--- config.mk ---
export PLATFORM = sky130hd
export DESIGN_NAME = axis_bram_adapter_v1_0_seq_flat
export DESIGN_NICKNAME = d
export VERILOG_FILES = /design/src/rtl/axis_bram_adapter_v1_0_seq_if.sv /design/src/rtl/axis_bram_adapter_v1_0_seq.sv /design/src/flat_wrapper.sv
export SDC_FILE = /design/constraint.sdc
export NUM_CORES = 1
export LEC_CHECK = 0
export BUFFER_PORTS_ARGS = -buffer_cell sky130_fd_sc_hd__buf_2
export CAP_MARGIN = 10
export CORE_MARGIN = 2
export CORE_UTILIZATION = 57
export DETAILED_ROUTE_END_ITERATION = 16
export GPL_ROUTABILITY_DRIVEN = 0
export PLACE_DENSITY = 0.92
export SYNTH_ARGS = -nofsm -noshare
export SYNTH_HDL_FRONTEND = slang
export SYNTH_SLANG_ARGS = --single-unit
--- constraint.sdc ---
create_clock -name clk -period 6.1 [get_ports clk]
set_input_delay 1.22 -clock clk [delete_from_list [all_inputs] [get_ports clk]]
set_output_delay 1.22 -clock clk [all_outputs]
set_load 0.1 [all_outputs]
--- src/rtl/axis_bram_adapter_v1_0_seq_if.sv ---
// Bundle of command, status, gated AXIS and controller-side signals around the transfer sequencer.
// The slave modport is the sequencer's view; master is the surrounding logic's view.
interface axis_bram_adapter_v1_0_seq_if #(
    parameter int ADDR_W = 12
);
    logic              cmd_valid;
    logic              cmd_ready;
    logic              cmd_dir;
    logic [ADDR_W-1:0] cmd_start;
    logic [ADDR_W-1:0] cmd_bound;
    logic              busy;
    logic              done;
    logic              err;
    logic [2:0]        state_dbg;

    logic              s_axis_tvalid;
    logic              s_axis_tready;
    logic              m_axis_tvalid;
    logic              m_axis_tready;
    logic              m_axis_tlast;

    logic              ctl_rw;
    logic              ctl_addr_reload;
    logic [ADDR_W-1:0] ctl_start_index;
    logic [ADDR_W-1:0] ctl_bound_index;
    logic              ctl_stream_in_valid;
    logic              ctl_stream_in_accep;
    logic              ctl_stream_out_valid;
    logic              ctl_stream_out_accep;
    logic              ctl_stream_out_tlast;

    modport slave (
        input  cmd_valid, cmd_dir, cmd_start, cmd_bound,
        output cmd_ready, busy, done, err, state_dbg,
        input  s_axis_tvalid, m_axis_tready,
        output s_axis_tready, m_axis_tvalid, m_axis_tlast,
        output ctl_rw, ctl_addr_reload, ctl_start_index, ctl_bound_index,
        output ctl_stream_in_valid, ctl_stream_out_accep,
        input  ctl_stream_in_accep, ctl_stream_out_valid, ctl_stream_out_tlast
    );

    modport master (
        output cmd_valid, cmd_dir, cmd_start, cmd_bound,
        input  cmd_ready, busy, done, err, state_dbg,
        output s_axis_tvalid, m_axis_tready,
        input  s_axis_tready, m_axis_tvalid, m_axis_tlast,
        input  ctl_rw, ctl_addr_reload, ctl_start_index, ctl_bound_index,
        input  ctl_stream_in_valid, ctl_stream_out_accep,
        output ctl_stream_in_accep, ctl_stream_out_valid, ctl_stream_out_tlast
    );
endinterface

--- src/rtl/axis_bram_adapter_v1_0_seq.sv ---
// Transfer sequencer in front of the AXIS/BRAM controller: takes one line-range command, gates
// the stream handshakes so exactly the commanded word count moves, and pulses done/err at the end.
module axis_bram_adapter_v1_0_seq #(
    parameter int BRAM_ADDR_LENGTH   = 12,
    parameter int BRAM_WIDTH_IN_WORD = 36,
    parameter int DRAIN_CYCLES       = 3
) (
    input logic clk,
    input logic rstn,
    axis_bram_adapter_v1_0_seq_if.slave bus
);
    localparam int A       = BRAM_ADDR_LENGTH;
    localparam int REM_W   = A + 6;
    localparam int DRAIN_W = $clog2(DRAIN_CYCLES + 1);

    typedef enum logic [2:0] {
        IDLE     = 3'd0,
        LOAD0    = 3'd1,
        LOAD1    = 3'd2,
        WR_RUN   = 3'd3,
        WR_DRAIN = 3'd4,
        RD_RUN   = 3'd5,
        FIN      = 3'd6
    } state_t;

    state_t             state_q, state_d;
    logic               dir_q;
    logic               err_pend_q, err_pend_d;
    logic [A-1:0]       start_q, bound_q;
    logic [REM_W-1:0]   remaining_q, remaining_d;
    logic [DRAIN_W-1:0] drain_q, drain_d;
    logic [REM_W-1:0]   span_words;
    logic               cmd_fire, bad_cmd;
    logic               in_gate, out_gate;
    logic               wr_beat, rd_beat;

    // Every handshake here transfers on the cycle where valid && ready are both high at the
    // clock edge; valid never waits on ready, and ready is only ever gated, never forced high.
    assign cmd_fire = bus.cmd_valid && (state_q == IDLE);
    assign bad_cmd  = bus.cmd_bound < bus.cmd_start;
    assign in_gate  = (state_q == WR_RUN);
    assign out_gate = (state_q == RD_RUN);
    assign wr_beat  = in_gate && bus.s_axis_tvalid && bus.ctl_stream_in_accep;
    assign rd_beat  = out_gate && bus.ctl_stream_out_valid && bus.m_axis_tready;

    // Inclusive line span times words per line; the +6 bits cover the 36x factor with headroom.
    assign span_words = (REM_W'(bus.cmd_bound) - REM_W'(bus.cmd_start) + REM_W'(1))
                        * REM_W'(BRAM_WIDTH_IN_WORD);

    always_ff @(posedge clk) begin
        if (!rstn) begin
            state_q     <= IDLE;
            dir_q       <= 1'b1;
            err_pend_q  <= 1'b0;
            start_q     <= '0;
            bound_q     <= '0;
            remaining_q <= '0;
            drain_q     <= '0;
        end else begin
            state_q     <= state_d;
            err_pend_q  <= err_pend_d;
            remaining_q <= remaining_d;
            drain_q     <= drain_d;
            if (cmd_fire) begin
                dir_q   <= bus.cmd_dir;
                start_q <= bus.cmd_start;
                bound_q <= bus.cmd_bound;
            end
        end
    end

    always_comb begin
        state_d     = state_q;
        err_pend_d  = err_pend_q;
        remaining_d = remaining_q;
        drain_d     = drain_q;
        case (state_q)
            IDLE: begin
                if (cmd_fire) begin
                    drain_d = '0;
                    if (bad_cmd) begin
                        remaining_d = '0;
                        err_pend_d  = 1'b1;
                        state_d     = FIN;
                    end else begin
                        remaining_d = span_words;
                        err_pend_d  = 1'b0;
                        state_d     = LOAD0;
                    end
                end
            end
            LOAD0: state_d = LOAD1;
            LOAD1: state_d = dir_q ? WR_RUN : RD_RUN;
            WR_RUN: begin
                if (wr_beat) begin
                    remaining_d = remaining_q - REM_W'(1);
                    if (remaining_q == REM_W'(1)) state_d = WR_DRAIN;
                end
            end
            WR_DRAIN: begin
                // Hold rw high long enough for the controller to commit its last partial line.
                if (drain_q == DRAIN_W'(DRAIN_CYCLES - 1)) state_d = FIN;
                else drain_d = drain_q + DRAIN_W'(1);
            end
            RD_RUN: begin
                if (rd_beat) begin
                    remaining_d = remaining_q - REM_W'(1);
                    if (bus.ctl_stream_out_tlast) begin
                        state_d    = FIN;
                        err_pend_d = (remaining_q != REM_W'(1));
                    end else if (remaining_q == REM_W'(1)) begin
                        state_d    = FIN;
                        err_pend_d = 1'b1;
                    end
                end
            end
            FIN: begin
                state_d    = IDLE;
                err_pend_d = 1'b0;
            end
            default: state_d = IDLE;
        endcase
    end

    assign bus.cmd_ready = (state_q == IDLE);
    assign bus.busy      = (state_q != IDLE);
    assign bus.done      = (state_q == FIN);
    assign bus.err       = (state_q == FIN) && err_pend_q;
    assign bus.state_dbg = state_q;

    // rw follows the command only while loading/running; otherwise the controller stays parked.
    always_comb begin
        bus.ctl_rw = 1'b1;
        if (state_q == LOAD0 || state_q == LOAD1 || state_q == WR_RUN || state_q == RD_RUN)
            bus.ctl_rw = dir_q;
    end

    assign bus.ctl_addr_reload      = (state_q == LOAD0) || (state_q == LOAD1);
    assign bus.ctl_start_index      = start_q;
    assign bus.ctl_bound_index      = bound_q;
    assign bus.ctl_stream_in_valid  = in_gate && bus.s_axis_tvalid;
    assign bus.s_axis_tready        = in_gate && bus.ctl_stream_in_accep;
    assign bus.m_axis_tvalid        = out_gate && bus.ctl_stream_out_valid;
    assign bus.ctl_stream_out_accep = out_gate && bus.m_axis_tready;
    assign bus.m_axis_tlast         = out_gate && bus.ctl_stream_out_valid && bus.ctl_stream_out_tlast;
endmodule

--- src/flat_wrapper.sv ---
// flat-port wrapper written by rule: the top's interface ports become plain ports
module axis_bram_adapter_v1_0_seq_flat 
#(
    parameter int BRAM_ADDR_LENGTH   = 12,
    parameter int BRAM_WIDTH_IN_WORD = 36,
    parameter int DRAIN_CYCLES       = 3
)
  (clk, rstn, bus_cmd_valid, bus_cmd_dir, bus_cmd_start, bus_cmd_bound, bus_cmd_ready, bus_busy, bus_done, bus_err, bus_state_dbg, bus_s_axis_tvalid, bus_m_axis_tready, bus_s_axis_tready, bus_m_axis_tvalid, bus_m_axis_tlast, bus_ctl_rw, bus_ctl_addr_reload, bus_ctl_start_index, bus_ctl_bound_index, bus_ctl_stream_in_valid, bus_ctl_stream_out_accep, bus_ctl_stream_in_accep, bus_ctl_stream_out_valid, bus_ctl_stream_out_tlast);
  axis_bram_adapter_v1_0_seq_if #(.ADDR_W((12))) bus_i ();
  input logic clk;
  input logic rstn;
  input wire logic [$bits(bus_i.cmd_valid)-1:0] bus_cmd_valid;
  input wire logic [$bits(bus_i.cmd_dir)-1:0] bus_cmd_dir;
  input wire logic [$bits(bus_i.cmd_start)-1:0] bus_cmd_start;
  input wire logic [$bits(bus_i.cmd_bound)-1:0] bus_cmd_bound;
  output wire logic [$bits(bus_i.cmd_ready)-1:0] bus_cmd_ready;
  output wire logic [$bits(bus_i.busy)-1:0] bus_busy;
  output wire logic [$bits(bus_i.done)-1:0] bus_done;
  output wire logic [$bits(bus_i.err)-1:0] bus_err;
  output wire logic [$bits(bus_i.state_dbg)-1:0] bus_state_dbg;
  input wire logic [$bits(bus_i.s_axis_tvalid)-1:0] bus_s_axis_tvalid;
  input wire logic [$bits(bus_i.m_axis_tready)-1:0] bus_m_axis_tready;
  output wire logic [$bits(bus_i.s_axis_tready)-1:0] bus_s_axis_tready;
  output wire logic [$bits(bus_i.m_axis_tvalid)-1:0] bus_m_axis_tvalid;
  output wire logic [$bits(bus_i.m_axis_tlast)-1:0] bus_m_axis_tlast;
  output wire logic [$bits(bus_i.ctl_rw)-1:0] bus_ctl_rw;
  output wire logic [$bits(bus_i.ctl_addr_reload)-1:0] bus_ctl_addr_reload;
  output wire logic [$bits(bus_i.ctl_start_index)-1:0] bus_ctl_start_index;
  output wire logic [$bits(bus_i.ctl_bound_index)-1:0] bus_ctl_bound_index;
  output wire logic [$bits(bus_i.ctl_stream_in_valid)-1:0] bus_ctl_stream_in_valid;
  output wire logic [$bits(bus_i.ctl_stream_out_accep)-1:0] bus_ctl_stream_out_accep;
  input wire logic [$bits(bus_i.ctl_stream_in_accep)-1:0] bus_ctl_stream_in_accep;
  input wire logic [$bits(bus_i.ctl_stream_out_valid)-1:0] bus_ctl_stream_out_valid;
  input wire logic [$bits(bus_i.ctl_stream_out_tlast)-1:0] bus_ctl_stream_out_tlast;
  assign bus_i.cmd_valid = bus_cmd_valid;
  assign bus_i.cmd_dir = bus_cmd_dir;
  assign bus_i.cmd_start = bus_cmd_start;
  assign bus_i.cmd_bound = bus_cmd_bound;
  assign bus_cmd_ready = bus_i.cmd_ready;
  assign bus_busy = bus_i.busy;
  assign bus_done = bus_i.done;
  assign bus_err = bus_i.err;
  assign bus_state_dbg = bus_i.state_dbg;
  assign bus_i.s_axis_tvalid = bus_s_axis_tvalid;
  assign bus_i.m_axis_tready = bus_m_axis_tready;
  assign bus_s_axis_tready = bus_i.s_axis_tready;
  assign bus_m_axis_tvalid = bus_i.m_axis_tvalid;
  assign bus_m_axis_tlast = bus_i.m_axis_tlast;
  assign bus_ctl_rw = bus_i.ctl_rw;
  assign bus_ctl_addr_reload = bus_i.ctl_addr_reload;
  assign bus_ctl_start_index = bus_i.ctl_start_index;
  assign bus_ctl_bound_index = bus_i.ctl_bound_index;
  assign bus_ctl_stream_in_valid = bus_i.ctl_stream_in_valid;
  assign bus_ctl_stream_out_accep = bus_i.ctl_stream_out_accep;
  assign bus_i.ctl_stream_in_accep = bus_ctl_stream_in_accep;
  assign bus_i.ctl_stream_out_valid = bus_ctl_stream_out_valid;
  assign bus_i.ctl_stream_out_tlast = bus_ctl_stream_out_tlast;
  axis_bram_adapter_v1_0_seq #(.BRAM_ADDR_LENGTH(BRAM_ADDR_LENGTH), .BRAM_WIDTH_IN_WORD(BRAM_WIDTH_IN_WORD), .DRAIN_CYCLES(DRAIN_CYCLES)) u_core (.clk(clk), .rstn(rstn), .bus(bus_i));
endmodule
Word level (Yosys, flattened, before mapping). Cells that the tools add are included.

Register bits: 49. Input port bits: 33.

Add/sub/neg operators: 4. $mul: 1. Magnitude comparators: 1. Eq/ne operators: 16. Muxes and demuxes: 25. Reduce and logical (&&, ||, !) cells: 21.

Operators by type and width (number): 18-bit two-way mux (4); 18-bit one-hot mux with 3 select lines (1); 3-bit two-way mux (9); 18-bit by 1-bit adder with 18-bit output (second input constant) (1); 18-bit by 1-bit equality test with 1-bit output (second input constant) (1); 18-bit by 4-bit multiplier with 16-bit output (second input constant) (1); 18-bit by 1-bit inequality test with 1-bit output (second input constant) (1); 3-bit one-hot mux with 6 select lines (1); 18-bit by 1-bit subtractor with 18-bit output (second input constant) (1); 12-bit by 12-bit subtractor with 13-bit output (1); 12-bit less-than comparator (1); 3-bit equality test (second input constant) (3); 1-bit logical AND (9); 3-bit nonzero test (3); 2-bit inequality test (second input constant) (4); 4-bit AND reduction (2); 3-bit by 2-bit equality test with 1-bit output (second input constant) (2); 1-bit two-way mux (6); 6-bit AND reduction (1); 2-bit two-way mux (2); 2-bit by 1-bit inequality test with 1-bit output (second input constant) (2); 2-bit one-hot mux with 2 select lines (1); 3-bit by 1-bit equality test with 1-bit output (second input constant) (1); 3-bit zero test (1); 7 further kinds (9).

Depth between registers and ports, before layout. Gate-level depths: netlist of the first run.

Depth in word-level cells: 6. Gate-level depth with buffers: 22.

Worst setup path before layout of the first run. OpenSTA, ideal clock, no wires.

Path kind: register to output. From: reg u_core.state_q[2], in the netlist u_core.bus.state_dbg[2]. To: out bus_busy. Arrival time: 4.424 ns. Setup slack: 0.456 ns. Stages on the path, launching flop included: 4. Cells stage by stage: dfxtp_1 -> clkbuf_1 -> nor3_1 -> inv_1.

Longest elaborated chain between the ends: 1.

RTL lines: start, declared (line axis_bram_adapter_v1_0_seq.sv:26) `state_t state_q, state_d;`; start signal, assigned (line axis_bram_adapter_v1_0_seq.sv:60) `state_q <= state_d;`; 3-bit nonzero test (line axis_bram_adapter_v1_0_seq.sv:126) `assign bus.busy = (state_q != IDLE);`; end, declared (line flat_wrapper.sv:17) `output wire logic [$bits(bus_i.busy)-1:0] bus_busy;`.

No other way between the ends.

Worst setup path in the final report of the first run.
From: in bus_cmd_bound[0]. To: reg u_core.remaining_q[17].

Longest elaborated chain between the ends: 6. Elaborated cells between the ends (all ways): 7. Those cells by class: 2 x add/sub; 1 x mul; 1 x order compare; 3 x mux.

RTL lines: start, declared (line flat_wrapper.sv:15) `input wire logic [$bits(bus_i.cmd_bound)-1:0] bus_cmd_bound;`; 12-bit by 12-bit subtractor with 13-bit output (line axis_bram_adapter_v1_0_seq.sv:47) `assign span_words = (REM_W'(bus.cmd_bound) - REM_W'(bus.cmd_start) + REM_W'(1))`; 18-bit by 1-bit adder with 18-bit output (line axis_bram_adapter_v1_0_seq.sv:47); 18-bit by 4-bit multiplier with 16-bit output (line axis_bram_adapter_v1_0_seq.sv:48) `* REM_W'(BRAM_WIDTH_IN_WORD);`; 18-bit two-way mux * (line axis_bram_adapter_v1_0_seq.sv:81) `if (bad_cmd) begin`; 18-bit two-way mux * (line axis_bram_adapter_v1_0_seq.sv:79) `if (cmd_fire) begin`; 18-bit one-hot mux with 3 select lines * (line axis_bram_adapter_v1_0_seq.sv:77) `case (state_q)`; end signal, assigned (line axis_bram_adapter_v1_0_seq.sv:62) `remaining_q <= remaining_d;`; end, declared (line axis_bram_adapter_v1_0_seq.sv:30) `logic [REM_W-1:0] remaining_q, remaining_d;`.

Mark *: on every way between the ends. The rest lies on a longest branch, timed or not. The select of a mux whose other input is x is not followed. A chain may end at the register's enable or synchronous reset.

==> summary.txt, run 1 <==
Outcome
  – Status: complete, no violations

Clock network
  – Clock sink count: just under 50
  – CTS Buffer Depth: 2
  – CTS H-tree depth: 2
  – Post-CTS Hold Buffers: 0
  – Postcts setup bufs: 0
  – Clock Latency Late Sink: ~320 ps
  – Post-CTS Resized: 0
  – CTS Buf Count: 5
  – CTS tree: built
  – Worst-path clk slew: ~100 ps
  – Root Buffer: clkbuf_8

Global routing
  – Overall Global Routing Usage: 0.272
  – Total gr overflow: 0
  – Initial antenna violation count: 0
  – Largest net degree at the start of global routing: 51
  – Global-route wire length before repair: 17400 um
  – Number of global-route vias before repair: ~4000

Cells and area
  – Final nets: roughly 670
  – Layout area overhead: 13.3%
  – Area of the multi-input gates: between 2000 and 3000 um^2
  – Sequential cell area: between 900 and 1000 um^2
  – FILL cells: 560
  – Layout cells sized above 1: 0.170
  – Diodes inserted: 0

Routing
  – Vias/cell: 6.01
  – Antenna-violating nets left: 0
  – Met1 Wirelength: approximately 4300 um
  – Top Metal Used: met4
  – Drt pass-1 iters: 5
  – Routed len/inst: 14.7 um
  – Routed wl met3: ~550 um
  – DRT iter0 DRCs: 288
  – DRT Wirelength: 10100 um
  – Met2 wire len: 5080 um
  – Via count: around 4100
  – DRC Markers: 0

Synthesis
  – EDFF count, synth: 0
  – Main synth FF type: dfxtp_1
  – Yosys warns: 0
  – Simple-Gate Fraction of Synth Area: 0.258
  – Largest family of logic cells by synthesized area: compound AO/OA/AOI/OAI gates
  – Synth Area in XOR/XNOR: 0.0631
  – Mapped Avg Cell Area: about 7.6 um^2
  – Netlist Area Pre-Place: about 4000 um^2
  – Adder-cell area share of the yosys netlist: 0.128
  – Register area share after synthesis: 0.244
  – Synth Register Bits: between 40 and 50
  – Async set-reset flop share out of synthesis: 0
  – Compound-cell area share of the yosys netlist: 0.264
  – Mapped Nets: 606
  – Yosys cell types: 60
  – Synth Instances: around 530
  – Post-synthesis mux area share: 0

Floorplan
  – Site row count: 30
  – IO Count: between 70 and 80
  – Core ar.: ~6800 um^2
  – Die ar.: 7750 um^2
  – Die width: roughly 90 um
  – Initial Util: 0.590
  – Die Ht: ~88 um

Power and ir drop
  – PD cells: ~580 nW/um^2
  – Int Pwr: roughly 1.1 mW
  – Reg power frac: 0.205
  – Net Sw Frac: 0.588
  – Power share of the clock group: 0.092
  – Combinational Power Share: 0.703
  – NetSw: around 1.6 mW
  – Maximum vdd drop: between 200 and 300 uV
  – Leak pwr: approximately 2.1 nW

STA
  – Final Hold Vio Count: 0
  – Fmax: roughly 0.17 GHz
  – Slew at the pin closest to its max-slew limit: slightly below 1000 ps
  – Slew Limit Fails: 0
  – Setup TNS: 0 ps
  – PnR worst setup slack: between 300 and 400 ps
  – Final worst-path cycle share: 0.949
  – Slew HR: 0.343
  – Worst Skew: about 6.5 ps
  – Min Hold Slack: 468 ps
  – Unrepaired setup endpoints after global routing: no
  – Final setup fails: 0
  – Post-layout min period: between 5000 and 6000 ps

Worst setup path
  – Worst Path Required: ~6300 ps
  – Setup CP Type: input pin to flop
  – Crit path DAT: about 6000 ps
  – CP max FO: 5
  – CP startpoint kind: input pin
  – CP endpoint kind: flop

Place
  – Detailed placer's ending HPWL: between 7000 and 8000 um
  – I/O Buffers: 70
  – Worst slack at placement: roughly 150 ps

Job
  – Max-cap violations: 0

Worst hold path
  – Hold Crit Class: flop to flop
## synthesized netlist by cell type, types with 8 or more instances
cell      instances  area, um^2
inv_1            24        90.1
clkbuf_1         22        82.6
nor3_1           17        85.1
nor2_1           37         139
and3_1            9        56.3
a21o_1            8        60.1
nand2_1          86         323
xnor2_1          18         158
a21boi_0         30         225
o21ai_0          31         155
and2_1            8        50.1
dfxtp_1          49         981
ha_1             38         475
xor2_1           11        96.3
nor2b_1          11        68.8
nand3_1          19        95.1
a21oi_1          29         145
## critical path: stages
cell and delay, ps:
buf_2 110, inv_1 50, ha_1 160, inv_1 50
fa_1 410, a211oi_2 280, nor2_1 100, xnor2_1 210
a2111oi_2 540, nand4_1 310, nor2_1 210, o32a_1 190
o22ai_1 90, xnor2_1 220, ha_1 280, ha_1 350
a21o_1 200, a31o_2 220, a211oi_1 330, o21bai_1 110
a21oi_1 180, xnor2_1 130, o21ai_1 70
## area by class of cell
| type | count | share of cell area |
|---|---|---|
| multi-input combinational | 437 | 0.629 |
| clock buffer | 5 | 0.0151 |
| clock inverter | 3 | 0.0101 |
| tap | 96 | 0.0263 |
| inverter | 24 | 0.0197 |
| timing repair buffer | 75 | 0.0850 |
| sequential | 49 | 0.215 |
## state kept, by name (all words and copies together), names as in the netlist
name and count:
u_core.remaining_q 18, u_core.bus.ctl_bound_index 12, u_core.bus.ctl_start_index 12, u_core.bus.state_dbg 3, u_core.drain_q 2, u_core.dir_q 1
u_core.err_pend_q 1
## cells by family after synthesis
family	Yosys count
xor+xnor	29
simple gates	213
fa+ha+maj	40
buf+inv	47
compound gates	155
flops	49
## power groups by stage
| stage | clock (mW) | combinational, mW | sequential, mW |
|---|---|---|---|
| after floorplan | 0 | 1.10 | 0.937 |
| after CTS | 0.246 | 1.84 | 0.537 |
| final | 0.243 | 1.85 | 0.540 |
| after global placement | 0 | 1.76 | 0.535 |
| after detailed placement | 0 | 1.83 | 0.543 |
| after global routing | 0.258 | 2.01 | 0.554 |
## metal layers
metal | up-vias | track usage
met2 | 161 | 0.495
met1 | 1943 | 0.318
li1 | 2013 | -
met3 | 25 | 0.0481
met4 | 0 | 0.0992
met5 | - | 0
## cell usage in the layout (no fill, tap or decap), drive strengths merged, types with 6 or more instances in the layout
cell and count:
a21o 10, buf 75, a21boi 30, nand2 86, ha 38, inv 24
a31oi 7, nor2b 11, nand3 19, dfxtp 49, a21oi 29, xnor2 18
and2 8, and3 9, nor3 17, nor2 37, o21bai 6, o21ai 33
xor2 11
## per-stage QoR
step	instances	area [um^2]	utilization	total power, mW
after floorplan	533	4030	-	2.04
after global placement	681	4450	0.651	2.30
after detailed placement	681	4450	0.651	2.37
after CTS	689	4560	0.668	2.62
after global routing	689	4560	0.668	2.82
final	689	4560	0.668	2.63
## path summary, 6_finish.rpt
path                                                                  start                                           to  slack (ps)  cells after the start
worst max-delay path                                       bus_cmd_bound[0]          u_core.remaining_q[17]$_SDFFE_PN0P_         310                     23
worst min-delay path            u_core.bus.ctl_start_index[10]$_SDFFE_PN0P_  u_core.bus.ctl_start_index[10]$_SDFFE_PN0P_         470                      2
worst max register to register           u_core.remaining_q[2]$_SDFFE_PN0P_          u_core.remaining_q[17]$_SDFFE_PN0P_        3540                      9
worst min register to register  u_core.bus.ctl_start_index[10]$_SDFFE_PN0P_  u_core.bus.ctl_start_index[10]$_SDFFE_PN0P_         470                      2
(Power assumes the default switching activity.)
==> run 2: changes to the inputs <==
--- a/config.mk
+++ b/config.mk
@@ -8,10 +8,10 @@
 export BUFFER_PORTS_ARGS = -buffer_cell sky130_fd_sc_hd__buf_2
 export CAP_MARGIN = 10
 export CORE_MARGIN = 2
-export CORE_UTILIZATION = 57
+export CORE_UTILIZATION = 56
 export DETAILED_ROUTE_END_ITERATION = 16
 export GPL_ROUTABILITY_DRIVEN = 0
-export PLACE_DENSITY = 0.92
+export PLACE_DENSITY = 0.91
 export SYNTH_ARGS = -nofsm -noshare
 export SYNTH_HDL_FRONTEND = slang
 export SYNTH_SLANG_ARGS = --single-unit
==> summary.txt, run 2 (synthesis gave the netlist of run 1 again) <==
Floorplan
  – Core ar.: 6870 um^2 (+0.55%)
  – Die Ht: 88.8 um (+0.85%)
  – IO Count: 71 (unchanged)
  – Die width: 88.8 um (+0.85%)
  – Initial Util: 0.586 (-0.00322)
  – Site row count: 30 (unchanged)
  – Die ar.: 7890 um^2 (+1.7%)

STA
  – Final setup fails: 0 (unchanged)
  – Setup TNS: 0 ps (unchanged)
  – Slew Limit Fails: 0 (unchanged)
  – Worst Skew: 4.34 ps (-2.18 ps)
  – Min Hold Slack: 470 ps (+2.28 ps)
  – Slew at the pin closest to its max-slew limit: 988 ps (+4.99 ps)
  – Final worst-path cycle share: 0.943 (-0.00567)
  – Final Hold Vio Count: 0 (unchanged)
  – Post-layout min period: 5750 ps (-34.6 ps)
  – Unrepaired setup endpoints after global routing: no
  – Fmax: 0.174 GHz (+0.60%)
  – Slew HR: 0.340 (-0.00334)

Cells and area
  – Layout area overhead: 12.3%
  – Most frequent cells in the layout: 86 x nand2_1, 70 x buf_2, 49 x dfxtp_1
  – FILL cells: 561 (+0.18%)
  – Fin util: 0.658 (-0.00966)
  – Most common cell after layout, fill and taps aside: nand2_1
  – Layout cells sized above 1: 0.168 (-0.00281)
  – Number of flip-flops in the largest register: 18 (unchanged)
  – Final nets: 665 (unchanged)
  – Layout Cells excl Fill: 687 (-0.29%)
  – Diodes inserted: 0 (unchanged)
  – Biggest register: u_core.remaining_q

Power and ir drop
  – Maximum vdd drop: 259 uV (+3.2%)
  – PD cells: 568 nW/um^2 (-1.6%)
  – Leak pwr: 2.05 nW (-0.70%)

Routing
  – Vias/cell: 5.86 (-2.5%)
  – DRC Markers: 0 (unchanged)
  – DRT iter0 DRCs: 266 (-7.6%)
  – DRT Wirelength: 9750 um (-3.8%)
  – Antenna-violating nets left: 0 (unchanged)
  – Via count: 4027 (-2.8%)
  – Drt pass-1 iters: 5 (unchanged)
  – Routed len/inst: 14.2 um (-3.5%)

Worst setup path
  – CP max FO: 5 (unchanged)
  – Flop-to-flop setup slack: 3500 ps (-40 ps)
  – CP startpoint kind: input pin
  – Crit path DAT: 5960 ps (-40 ps)
  – Register-to-Register Path Depth: 9 (unchanged)
  – Worst Setup EP: u_core.remaining_q[17]$_SDFFE_PN0P_
  – CP startpoint: bus_cmd_bound[0]
  – CP endpoint kind: flop
  – Stages on worst setup path: 23 (unchanged)
  – Largest delay share family, worst path: compound AO/OA/AOI/OAI gates
  – CP cell instances: buf_2 > inv_1 > ha_1 > inv_1 > fa_1 > a211oi_2 > nor2_1 > xnor2_1 > a2111oi_2 > nand4_1 > nor2b_1 > o32a_1 > o22ai_1 > xnor2_1 > ha_1 > ha_1 > a21o_1 > a31o_2 > a211oi_1 > o21bai_1 > a21oi_1 > xnor2_1 > o21ai_1
  – Setup CP Type: input pin to flop
  – Crit path max-delay cell type: a2111oi_2
  – Slowest stage delay, CP: 520 ps (-20 ps)
  – Critical R2R Capture: u_core.bus.state_dbg[2]$_SDFFE_PN0P_
  – Worst r2r src: u_core.remaining_q[2]$_SDFFE_PN0P_
  – Worst Path Required: 6310 ps (about the same)
  – Buf/Inv on CP: 3 (unchanged)

Global routing
  – Global-route wire length before repair: 16400 um (-5.6%)
  – Initial antenna violation count: 0 (unchanged)
  – Total gr overflow: 0 (unchanged)
  – Overall Global Routing Usage: 0.255 (-0.0163)
  – Number of global-route vias before repair: 3794 (-6.3%)
  – Largest net degree at the start of global routing: 51 (unchanged)

Place
  – Detailed placer's ending HPWL: 7280 um (-3.1%)
  – I/O Buffers: 70 (unchanged)
  – Dpl cells: 681 (unchanged)

Outcome
  – Status: complete, no violations

Job
  – Max-cap violations: 0 (unchanged)

Clock network
  – Post-CTS Hold Buffers: 0 (unchanged)
  – Worst-path clk slew: 90 ps (about the same)
  – Root Buffer: clkbuf_8
  – CTS Buf Count: 5 (unchanged)
  – CTS tree: built
  – CTS H-tree depth: 2 (unchanged)
  – Clock Latency Late Sink: 310 ps (about the same)
  – CTS Buffer Depth: 2 (unchanged)
  – Clock sink count: 49 (unchanged)
  – Postcts setup bufs: 0 (unchanged)
  – Post-CTS Resized: 0 (unchanged)

Worst hold path
  – Hold Crit Class: flop to flop
## run 2: cell count changes in the layout (fill, tap and decap cells not counted), sizes merged
| cell | previous run | this run |
|---|---|---|
| clkinvlp | 1 | 0 |
| bufinv | 1 | 0 |
## run 2: worst min-delay path, stage by stage (launching register included)
cell,delay [ps]
dfxtp_1,320
nand2_1,50
a21boi_0,60
## run 2: stage by stage
step           cell area (um^2)  total power, mW  setup slack (ps)
2_1_floorplan              4030             2.04               456
3_3_place_gp               4450             2.30               395
3_5_place_dp               4450             2.37               105
4_1_cts                    4520             2.55               406
5_1_grt                    4520             2.75              56.8
6_report                   4520             2.57               345
## run 2: final cells by class
class | instances | area, um^2 | area share
Multi-Input combinational cell | 437 | 2870 | 0.635
Sequential cell | 49 | 981 | 0.217
Timing Repair Buffer | 75 | 388 | 0.0858
Tap cell | 96 | 120 | 0.0266
Inverter | 24 | 90.1 | 0.0199
Clock buffer | 5 | 68.8 | 0.0152
Clock inverter | 1 | 5.00 | 0.00111
## run 2: where the power goes
group | internal [mW] | total, mW | switching (mW)
logic | 0.530 | 1.84 | 1.31
registers | 0.431 | 0.540 | 0.109
clock network | 0.0758 | 0.185 | 0.109
total | 1.04 | 2.57 | 1.53
## run 2: how the worst min path moves through the flow
stage                                               start                                         end  slack (ps)  cells after the start
4_1_cts        u_core.bus.ctl_bound_index[6]$_SDFFE_PN0P_  u_core.bus.ctl_bound_index[6]$_SDFFE_PN0P_         470                      2
6_report       u_core.bus.ctl_bound_index[2]$_SDFFE_PN0P_  u_core.bus.ctl_bound_index[2]$_SDFFE_PN0P_         470                      2
5_1_grt        u_core.bus.ctl_start_index[3]$_SDFFE_PN0P_  u_core.bus.ctl_start_index[3]$_SDFFE_PN0P_         490                      2
3_5_place_dp   u_core.bus.ctl_bound_index[2]$_SDFFE_PN0P_  u_core.bus.ctl_bound_index[2]$_SDFFE_PN0P_         460                      2
3_3_place_gp   u_core.bus.ctl_start_index[1]$_SDFFE_PN0P_  u_core.bus.ctl_start_index[1]$_SDFFE_PN0P_         450                      2
2_1_floorplan                   u_core.dir_q$_SDFFE_PN1P_                   u_core.dir_q$_SDFFE_PN1P_         460                      2
## run 2: layer usage
| layer | up-vias | global-route usage | wire (um) |
|---|---|---|---|
| li1 | 2010 | - | - |
| met1 | 1888 | 0.320 | 4430 |
| met2 | 118 | 0.448 | 4770 |
| met3 | 11 | 0.0326 | 408 |
| met4 | 0 | 0.0909 | 141 |
| met5 | - | 0 | 0 |
